<file path="src/rtl/extensor_parametrizado.sv">
// Registered immediate extender between decode and the ALU/PC-adder muxes.
// Turns an IN_W-bit immediate into an OUT_W-bit operand in one of four modes:
// zero-extend, sign-extend, sign-extend-and-shift, or prefix-load (which
// accumulates up to MAX_PFX fields that become the upper bits of the next
// immediate). Valid/ready handshake on both sides, one result per cycle.
// Parameters must satisfy OUT_W >= IN_W*(MAX_PFX+1) and MAX_PFX >= 1.
//
// Ports:
//   Clock       rising-edge clock
//   Reset_n     synchronous active-low reset
//   Entrada     immediate field
//   Modo        00 zero-ext, 01 sign-ext, 10 sign-ext << SHIFT, 11 prefix-load
//   Valido_in   Entrada/Modo valid
//   Pronto_out  block can accept input this cycle (combinational)
//   Saida       extended result (registered)
//   Valido_out  Saida valid
//   Pronto_in   downstream accepts Saida this cycle
//   Prefixado   one or more prefix fields pending
//   Erro        sticky prefix-overflow flag, cleared only by reset
module extensor_parametrizado #(
  parameter int unsigned IN_W    = 5,
  parameter int unsigned OUT_W   = 16,
  parameter int unsigned SHIFT   = 1,
  parameter int unsigned MAX_PFX = 2
) (
  input  logic             Clock,
  input  logic             Reset_n,
  input  logic [IN_W-1:0]  Entrada,
  input  logic [1:0]       Modo,
  input  logic             Valido_in,
  output logic             Pronto_out,
  output logic [OUT_W-1:0] Saida,
  output logic             Valido_out,
  input  logic             Pronto_in,
  output logic             Prefixado,
  output logic             Erro
);

  localparam int unsigned PW = IN_W * MAX_PFX;        // prefix register width
  localparam int unsigned FW = IN_W * (MAX_PFX + 1);  // widest assembled immediate
  localparam int unsigned CW = $clog2(MAX_PFX + 1);   // prefix count width

  localparam logic [1:0] MODO_ZEXT  = 2'b00;
  localparam logic [1:0] MODO_SEXT  = 2'b01;
  localparam logic [1:0] MODO_SHIFT = 2'b10;
  localparam logic [1:0] MODO_PFX   = 2'b11;

  typedef enum logic {LIVRE, PREFIXO} estado_t;

  estado_t          estado;
  logic [PW-1:0]    prefixo;
  logic [CW-1:0]    contagem;
  logic             aceita;
  logic [FW-1:0]    valor;
  logic             sinal;
  logic [OUT_W-1:0] alto;
  logic [OUT_W-1:0] zext;
  logic [OUT_W-1:0] sext;
  logic [OUT_W-1:0] resultado;

  assign Pronto_out = !Valido_out || Pronto_in;
  assign aceita     = Valido_in && Pronto_out;
  assign Prefixado  = (estado == PREFIXO);

  // Prefix bits above the current count are always zero, so the full
  // concatenation is already V zero-extended to FW bits.
  assign valor = {prefixo, Entrada};

  // Extension of V: sign bit and the fill mask depend on the prefix count.
  always_comb begin
    int w;
    sinal = 1'b0;
    alto  = '0;
    w     = int'(IN_W) * (int'(contagem) + 1);
    for (int k = 0; k <= int'(MAX_PFX); k++) begin
      if (contagem == CW'(k)) sinal = valor[int'(IN_W) * (k + 1) - 1];
    end
    for (int i = 0; i < int'(OUT_W); i++) begin
      alto[i] = (i >= w);
    end
    zext = OUT_W'(valor);
    sext = zext | (sinal ? alto : '0);
    case (Modo)
      MODO_SEXT:  resultado = sext;
      MODO_SHIFT: resultado = sext << SHIFT;
      default:    resultado = zext;
    endcase
  end

  // Prefix state machine and output register.
  always_ff @(posedge Clock) begin
    if (!Reset_n) begin
      estado     <= LIVRE;
      prefixo    <= '0;
      contagem   <= '0;
      Saida      <= '0;
      Valido_out <= 1'b0;
      Erro       <= 1'b0;
    end else if (aceita && (Modo == MODO_PFX)) begin
      // Accept implies the output register is empty or draining this cycle.
      Valido_out <= 1'b0;
      if (contagem < CW'(MAX_PFX)) begin
        prefixo  <= PW'({prefixo, Entrada});
        contagem <= contagem + CW'(1);
        estado   <= PREFIXO;
      end else begin
        Erro <= 1'b1;
      end
    end else if (aceita) begin
      Saida      <= resultado;
      Valido_out <= 1'b1;
      prefixo    <= '0;
      contagem   <= '0;
      estado     <= LIVRE;
    end else if (Valido_out && Pronto_in) begin
      Valido_out <= 1'b0;
    end
  end

endmodule

</file>
<file path="config.mk">
export PLATFORM = sky130hd
export DESIGN_NAME = extensor_parametrizado
export DESIGN_NICKNAME = d
export VERILOG_FILES = /design/src/rtl/extensor_parametrizado.sv
export SDC_FILE = /design/constraint.sdc
export NUM_CORES = 1
export LEC_CHECK = 0
export ABC_AREA = 1
export BUFFER_PORTS_ARGS = -buffer_cell sky130_fd_sc_hd__buf_2
export CAP_MARGIN = 10
export CORE_UTILIZATION = 44
export CTS_CLUSTER_DIAMETER = 60
export DETAILED_ROUTE_END_ITERATION = 8
export HOLD_SLACK_MARGIN = 0.06
export PLACE_DENSITY = 0.75
export SETUP_SLACK_MARGIN = 0.4
export SYNTH_ARGS = -nofsm -noshare
export SYNTH_HDL_FRONTEND = slang
export SYNTH_SLANG_ARGS = --single-unit
export TNS_END_PERCENT = 1
</file>
<file path="constraint.sdc">
create_clock -name Clock -period 4.4 [get_ports Clock]
set_input_delay 0.22 -clock Clock [delete_from_list [all_inputs] [get_ports Clock]]
set_output_delay 0.22 -clock Clock [all_outputs]
set_load 0.05 [all_outputs]
</file>
Yosys cells after proc, flatten, opt, wreduce, memory -nomap -nowiden
Index checks and enable logic that the tools add are counted.

Register bits after elaboration: 31.

Add/sub/neg operators: 2. Magnitude comparators: 17. Reduce and logical (&&, ||, !) cells: 12. Equality and inequality tests: 6. Bitwise logic cells: 4. $mul: 1. Muxes and demuxes: 16.

Operators with widths (count): 4-bit by 6-bit >= comparator with 1-bit output, first input constant (8); 16-bit one-hot mux with 2 select lines (1); 10-bit 2-to-1 mux (3); 3-bit by 6-bit >= comparator with 1-bit output, first input constant (4); 16-bit 2-to-1 mux (1); 15-bit by 16-bit OR with 16-bit output (1); 1-bit by 6-bit >= comparator with 1-bit output, first input constant (2); 2-bit by 6-bit >= comparator with 1-bit output, first input constant (2); 1-bit 2-to-1 mux (8); 2-bit equality test, second input constant (3); 3-bit by 3-bit multiplier with 6-bit output, first input constant (1); 2-bit 2-to-1 mux (3); 2-bit AND reduction (3); 2-bit by 1-bit equality test with 1-bit output, second input constant (2); 2-bit nonzero test (2); 2-bit by 1-bit adder with 3-bit output, second input constant (1); 1-bit logical AND (3); 1-bit NOT (3); 2-bit by 1-bit adder with 2-bit output, second input constant (1); 2-bit zero test (1); 2-bit < comparator, second input constant (1); 2-bit by 1-bit inequality test with 1-bit output, second input constant (1); 2-bit OR reduction (1); 1-bit zero test (1); 1-bit logical OR (1).

Longest topological paths before layout
Gate-level depths: netlist of run 1.

Depth after elaboration: 7. Depth in mapped cells: 13.

Worst setup path before layout of run 1
No wires, ideal clock.

Kind: reg-to-reg. Start: register Valido_out. End: register Saida[14]. Data arrival time: 1.619 ns. Library setup time: 0.133 ns. Data required time: 4.267 ns. Slack: 2.647 ns. Stages on the path, launching flop included: 8. Buffers on the path: 1. Path through: dfxtp_1 > nand2_4 > nand3_4 > inv_1 > clkbuf_2 > or2_2 > nand2_1 > a21oi_2.

Longest elaborated chain between the ends: 6.

RTL lines: start: declaration (RTL line 33) `output logic Valido_out,`; start signal: assignment (RTL line 97) `Valido_out <= 1'b0;`; start signal: assignment (RTL line 101) `Valido_out <= 1'b0;`; start signal: assignment (RTL line 111) `Valido_out <= 1'b1;`; 1-bit zero test * (RTL line 61) `assign Pronto_out = !Valido_out || Pronto_in;`; 1-bit logical OR * (RTL line 61); via Pronto_out (RTL line 31) `output logic Pronto_out,`; 1-bit logical AND * (RTL line 62) `assign aceita = Valido_in && Pronto_out;`; 1-bit logical AND (RTL line 99) `end else if (aceita && (Modo == MODO_PFX)) begin`; 1-bit NOT (no line); 2-bit AND reduction (no line) *; end signal: assignment (RTL line 110) `Saida <= resultado;`; end: declaration (RTL line 32) `output logic [OUT_W-1:0] Saida,`.

The timed path passes the listed nets; every way through them passes the cells marked *. A chain may end at the register's enable or synchronous reset.

Final worst setup path of run 1
Start: register contagem[0]. End: register Saida[6].

Longest elaborated chain between the ends: 7. Elaborated cells between the ends (all ways): 13. Classes of those cells: add/sub (1); mul (1); order compare (2); eq/ne (2); mux (5); bitwise (1); reduce/logical (1).

RTL lines: start: declaration (RTL line 52) `logic [CW-1:0] contagem;`; start signal: assignment (RTL line 104) `contagem <= contagem + CW'(1);`; parallel branches: the longest is 4 deep, another holds 3-bit by 3-bit multiplier with 6-bit output; 16-bit 2-to-1 mux * (RTL line 82) `sext = zext | (sinal ? alto : '0);`; 15-bit by 16-bit OR with 16-bit output * (RTL line 82); 16-bit one-hot mux with 2 select lines * (RTL line 83) `case (Modo)`.

Every way passes the cells marked *.

==> results of run 1 <==
sequential cells by signal (all words and copies together) (netlist names):
signal,cells
Saida,16
prefixo,10
contagem,2
Erro,1
Prefixado,1
Valido_out,1
cell families after synthesis:
family,synth area share [%]
AO/OA/AOI/OAI,15.2
buffers and inverters,10.4
AND/OR/NAND/NOR,35.2
flip-flops,32.1
adder cells (fa/ha/maj),7.13
area by class of cell:
type	instances	share of cell area (%)
Multi-Input combinational cell	211	51.8
Sequential cell	31	28.9
Tap cell	50	2.92
Clock inverter	1	0.233
Timing Repair Buffer	30	7.00
Inverter	32	5.60
Clock buffer	7	3.56
cell usage in the layout (no fill, tap or decap), types with 6 or more instances in the layout:
master                    netlist  routed
sky130_fd_sc_hd__a21oi_1       38      38
sky130_fd_sc_hd__buf_2          6      30
sky130_fd_sc_hd__dfxtp_1       31      31
sky130_fd_sc_hd__ha_1          11      11
sky130_fd_sc_hd__inv_1         29      29
sky130_fd_sc_hd__nand2_1      103     103
sky130_fd_sc_hd__nand2_2        7       7
sky130_fd_sc_hd__nand3_1       13      13
sky130_fd_sc_hd__o21ai_0        6       6
sky130_fd_sc_hd__or2_2         14      14
through the flow:
step	hold WS (ps)	instance area [um2]	setup slack [ps]	util [%]
final	190	2140	2510	52.1
after floorplan	358	1930	2650	-
after global routing	207	2140	2240	52.1
after global placement	439	2060	2450	50.1
after CTS	180	2140	2500	52.1
after detailed placement	463	2060	2440	50.1
routing by layer:
metal | global-route usage (%) | vias to the layer above
met3 | 6.17 | 13
met4 | 11.5 | 0
met5 | 0 | -
met1 | 28.3 | 803
li1 | - | 952
met2 | 33.8 | 51
power by group through the flow:
stage | logic, mW | registers [mW] | clock network [mW]
5_1_grt | 0.202 | 0.305 | 0.234
2_1_floorplan | 0.104 | 0.353 | 0
6_report | 0.183 | 0.304 | 0.215
3_5_place_dp | 0.182 | 0.310 | 0
3_3_place_gp | 0.181 | 0.309 | 0
4_1_cts | 0.183 | 0.304 | 0.221
critical path, stage by stage (launching register included):
cell	delay, ps
sky130_fd_sc_hd__dfxtp_1	400
sky130_fd_sc_hd__inv_1	150
sky130_fd_sc_hd__ha_1	240
sky130_fd_sc_hd__inv_1	140
sky130_fd_sc_hd__nand3_1	110
sky130_fd_sc_hd__nand2_2	220
sky130_fd_sc_hd__nand2_1	130
sky130_fd_sc_hd__nand2_1	120
sky130_fd_sc_hd__nand2_1	60
sky130_fd_sc_hd__nand2_1	70
sky130_fd_sc_hd__nand2_1	50
sky130_fd_sc_hd__a21oi_1	120
cells in the mapped netlist:
master                       n  area, um2
sky130_fd_sc_hd__a211oi_1    2       15.0
sky130_fd_sc_hd__a21boi_0    1       7.51
sky130_fd_sc_hd__a21oi_1    38        190
sky130_fd_sc_hd__a21oi_2     5       43.8
sky130_fd_sc_hd__a31oi_1     1       6.26
sky130_fd_sc_hd__buf_2       6       30.0
sky130_fd_sc_hd__buf_4       1       7.51
sky130_fd_sc_hd__buf_6       2       22.5
sky130_fd_sc_hd__clkbuf_1    4       15.0
sky130_fd_sc_hd__clkbuf_2    1       5.00
sky130_fd_sc_hd__dfxtp_1    31        621
sky130_fd_sc_hd__ha_1       11        138
sky130_fd_sc_hd__inv_1      29        109
sky130_fd_sc_hd__inv_2       3       11.3
sky130_fd_sc_hd__nand2_1   103        387
sky130_fd_sc_hd__nand2_2     7       43.8
sky130_fd_sc_hd__nand2_4     2       22.5
sky130_fd_sc_hd__nand3_1    13       65.1
sky130_fd_sc_hd__nand3_4     1       17.5
sky130_fd_sc_hd__nand4_1     2       12.5
sky130_fd_sc_hd__nor2_1      2       7.51
sky130_fd_sc_hd__nor2_2      1       6.26
sky130_fd_sc_hd__nor2_4      1       11.3
sky130_fd_sc_hd__nor3b_4     1       18.8
sky130_fd_sc_hd__o21ai_0     6       30.0
sky130_fd_sc_hd__or2_2      14       87.6
path summary, 6_finish.rpt:
check | startpoint | end | slack (ps) | cells past startpoint
worst max-delay path | contagem[0] | Saida[6] | 2510 | 11
worst min-delay path | Reset_n | Saida[0] | 190 | 3
worst max register to register | contagem[0] | Saida[6] | 2510 | 11
worst min register to register | Erro | Erro | 460 | 2
==> key figures, run 1 <==
Setup path
  • Category of the worst setup path capture point: flip-flop
  • Signal arrival time at the worst endpoint: 2090 ps
  • Crit Path Class: reg2reg
  • Worst endpoint required time: 4610 ps
  • Maximum net fanout on the critical path: 12
  • CP Launch Type: flip-flop

Final layout
  • Filler-free cell count of the finished design: 362
  • Area occupied by registers: 621 um2
  • Ant. Diodes: 0
  • Filler cell count in the final layout: 440
  • Fraction of final layout cells with drive strength greater than 1: 22.8%
  • Layout overhead on the synthesized area: 11.1%
  • Layout net count: 333
  • Area of combinational cells with multiple inputs: 1110 um2

Clocking
  • Clock buffers created by TritonCTS: 5
  • Total setup buffers inserted after CTS: 0
  • Worst-Skew Late Latency: 290 ps
  • H-tree depth: 2
  • Clock tree root driver cell: sky130_fd_sc_hd__clkbuf_8
  • Sinks on the clock net: 31
  • Post-cts sizing count: 0
  • Number of buffers between clock root and the deepest sink: 2
  • Hold-fix buffers, CTS: 0
  • Reg clk slew, reported paths: 70 ps
  • TritonCTS clock tree: yes

Timing
  • Transition time of the tightest slew-check pin: 1040 ps
  • Final slew viol count: 0
  • Share of the clock period used by the worst path after layout: 42.8%
  • Worst clock skew on the final layout: 5.81 ps
  • Final setup fails: 0
  • Slew margin rel.: 30.5%
  • Final hold viol count: 0
  • Setup TNS: 0 ps
  • Crit path time final: 1890 ps
  • RSZ-0062 raised after global routing: no
  • Max frequency: 530 MHz

Drt
  • Met2 wire length: 2000 um
  • Antenna Nets Post-Route: 0
  • Wire length per cell: 12.6 um
  • Vias per cell: 5.02
  • Wire length on met3: 255 um
  • Top layer in use: met4
  • Number of violations reported at the end of detailed-routing iteration 0: 122
  • Post-detailed-routing wire length: 4560 um
  • DR vias: 1819
  • Detailed-routing iteration count for the pre-antenna-repair pass: 4
  • WL met1: 2160 um
  • Post-route DRC violation count: 0

Power and ir drop
  • Sequential power share: 43.3%
  • Switching power: 0.243 mW
  • Overall power after layout: 0.702 mW
  • P_leak: 1.01 nW
  • Combinational Power Share: 26.1%
  • Internal power summed over all cells: 0.459 mW
  • Fraction of power consumed by the clock network: 30.6%
  • Maximum ir drop on the vdd rail: 0.000127 V
  • Switching part of the total power: 34.6%
  • Power density over the cells: 327 nW/um2

Placement
  • Final weighted congestion in routability-driven placement: 0.956
  • Quantity of I/O buffers inserted on ports: 30
  • Placed Cells: 354
  • Estimated wirelength of the detail-placed design: 3240 um

Floorplanning
  • Number of placement rows: 23
  • Chip height: 68.2 um
  • Placeable core region: 4120 um2
  • Die outline area: 4660 um2
  • Effective utilization at floorplan: 46.9%
  • Overall die width: 68.2 um
  • Ports: 31

Logic synthesis
  • Warning count from the yosys run: 0
  • Avg Synthesized Cell Area: 6.70 um2
  • Synthesized instance count: 288
  • Syn Std Cell Area: 1930 um2
  • Number of distinct library cells after synthesis: 26
  • Proportion of synthesized chip area in sequential cells: 32.1%
  • #FFs+latches synth: 31
  • Synthesized net count: 310

GRT
  • Grt ovf: 0
  • Via count of the first global-routing pass: 1581
  • First-pass GRT wire length: 7510 um
  • All-layer global routing usage: 22.2%
  • Pin count of the biggest net entering global routing: 33
  • Initial antenna violation count: 0

Run status
  • Run status: complete, no violations

Job
  • Number of max-capacitance violations reported: 0

Hold path
  • Type of the worst min-delay path: in2reg
Power figures use the tool's default switching activity.
==> run 2, diff against run 1 <==
- clock period: 4.4 -> 1.8 ns (I/O delays scaled with it)
==> run 2 against run 1 <==
Compared with the run above: critical path depth is 2 higher; die area unchanged; combinational power rose to 3.0 times the previous value; first-iteration DRC count up 37%; largest power group unchanged; highest routed layer unchanged.
==> key figures, run 2 (synthesis results as in run 1) <==
Final layout
  • Leading cell types in the layout, fill and taps excluded: sky130_fd_sc_hd__nand2_1, sky130_fd_sc_hd__a21oi_1, sky130_fd_sc_hd__buf_2
  • Largest registers ranked by flip-flop count: Saida x16, prefixo x10, contagem x2
  • Fraction of final layout cells with drive strength greater than 1: 37.3%
  • Layout overhead on the synthesized area: 28.8%
  • Commonest non-fill, non-tap cell in the layout: sky130_fd_sc_hd__nand2_1
  • Ant. Diodes: 0
  • Largest register by flop count: Saida
  • Layout net count: 351
  • Number of flip-flops under the largest register name: 16
  • Share of the core filled with cells: 60.4%

Timing
  • Final hold viol count: 0
  • Worst clock skew on the final layout: 7.20 ps
  • Setup TNS: 0 ps
  • Crit path time final: 1550 ps
  • RSZ-0062 raised after global routing: yes
  • Slew margin rel.: 71.7%
  • Final slew viol count: 0
  • Max frequency: 644 MHz
  • Transition time of the tightest slew-check pin: 424 ps
  • Final setup fails: 0
  • Share of the clock period used by the worst path after layout: 86.3%
  • Hold WS: 69.8 ps
  • Worst path setup slack after routing: 247 ps

Setup path
  • Worst endpoint required time: 2020 ps
  • Most common cell on crit path: sky130_fd_sc_hd__nand2_2
  • Signal arrival time at the worst endpoint: 1770 ps
  • Category of the worst setup path capture point: flip-flop
  • CP max-delay cell: sky130_fd_sc_hd__dfxtp_4
  • Cells traversed along the worst timing path: inv_6 -> ha_4 -> nand2_2 -> nand2_2 -> nand3_4 -> nand2_4 -> buf_12 -> nand2_4 -> nand2_2 -> nand2_2 -> nand2_2 -> nand2_2 -> a21oi_2
  • Maximum net fanout on the critical path: 6
  • Crit Path Class: reg2reg
  • CP top delay family: simple AND/OR/NAND/NOR gates
  • Total buffers and inverters traversed by the critical path: 2
  • CP peak stage delay: 370 ps
  • CP Launch Type: flip-flop

Floorplanning
  • Ports: 31
  • Chip height: 68.2 um
  • Effective utilization at floorplan: 46.9%
  • Overall die width: 68.2 um
  • Die outline area: 4660 um2
  • Number of placement rows: 23
  • Placeable core region: 4120 um2

Drt
  • Detailed-routing iteration count for the pre-antenna-repair pass: 4
  • Number of violations reported at the end of detailed-routing iteration 0: 167
  • Vias per cell: 5.06
  • Wire length per cell: 13.5 um
  • Post-route DRC violation count: 0
  • Post-detailed-routing wire length: 5130 um
  • Antenna Nets Post-Route: 0
  • DR vias: 1921

Clocking
  • TritonCTS clock tree: yes
  • Reg clk slew, reported paths: 70 ps
  • Clock tree root driver cell: sky130_fd_sc_hd__clkbuf_8
  • Clock buffers created by TritonCTS: 5
  • Worst-Skew Late Latency: 290 ps
  • Number of buffers between clock root and the deepest sink: 2
  • H-tree depth: 2
  • Sinks on the clock net: 31

Job
  • Number of max-capacitance violations reported: 0

Placement
  • Final weighted congestion in routability-driven placement: 0.921
  • Worst-case setup slack after placement: 2.82 ps
  • Quantity of I/O buffers inserted on ports: 30
  • Estimated wirelength of the detail-placed design: 3280 um

GRT
  • Met1 global-route usage: 28.1%
  • Grt ovf: 0
  • Global Route met3 Usage: 6.67%
  • Busiest metal layer after global routing: met2
  • First-pass GRT wire length: 7810 um
  • Pin count of the biggest net entering global routing: 31
  • Met2 Usage GRT: 38.6%
  • Initial antenna violation count: 0
  • All-layer global routing usage: 23.0%
  • Via count of the first global-routing pass: 1769

Power and ir drop
  • Fraction of power consumed by the clock network: 32.5%
  • Switching power: 0.645 mW
  • Internal power summed over all cells: 1.25 mW
  • Switching part of the total power: 34.0%
  • P_leak: 1.14 nW
  • Sequential power share: 39.1%
  • Maximum ir drop on the vdd rail: 0.000530 V
  • Combinational Power Share: 28.4%
  • Power density over the cells: 764 nW/um2
  • Overall power after layout: 1.90 mW

Hold path
  • Type of the worst min-delay path: in2reg

Run status
  • Run status: complete, no violations
[run 2: area by class of cell]
| cell class | instances | area (um2) |
|---|---|---|
| tap | 50 | 62.6 |
| sequential | 31 | 632 |
| timing repair buffer | 48 | 304 |
| multi-input combinational | 211 | 1250 |
| inverter | 32 | 133 |
| clock buffer | 8 | 100 |
| fill | 391 | 1630 |
[run 2: final timing paths]
check	from	cells after the start	slack (ps)	endpoint
max	contagem[0]	13	250	Saida[4]
min	Entrada[0]	3	70	prefixo[0]
max reg2reg	contagem[0]	13	250	Saida[4]
min reg2reg	Erro	2	460	Erro
[run 2: repair_timing]
item / 4_1_cts / 5_1_grt
resized for setup: 14 / 28
gates cloned: 0 / 0
hold endpoints to repair: 1 / 0
setup buffers: 9 / 3
hold buffers: 1 / 0
endpoints found under the setup margin: 24 / 27
pin swaps: 4 / 15
[run 2: metrics by stage]
stage | instances | area [um2]
after CTS | 377 | 2370
after global routing | 380 | 2490
final | 380 | 2490
after detailed placement | 359 | 2130
after floorplan | 288 | 1960
after global placement | 359 | 2130
[run 2: per-layer routing]
| metal | vias to the layer above | routed length (um) |
|---|---|---|
| li1 | 988 | - |
| met1 | 836 | 2300 |
| met2 | 85 | 2400 |
| met3 | 12 | 360 |
| met4 | 0 | 76 |
| met5 | - | 0 |
[run 2: power groups by stage]
stage | Combinational, mW | Sequential [mW] | Clock (mW)
2_1_floorplan | 0.257 | 0.864 | 0
3_3_place_gp | 0.456 | 0.756 | 0
3_5_place_dp | 0.459 | 0.757 | 0
6_report | 0.540 | 0.742 | 0.617
5_1_grt | 0.585 | 0.747 | 0.657
4_1_cts | 0.502 | 0.742 | 0.623
[run 2: tightest hold or removal path: cells and delay by family]
family,cells,cell delay (ps)
buffers and inverters,1,110
and+or+nand+nor,1,60
AOI/OAI and AO/OA,1,50
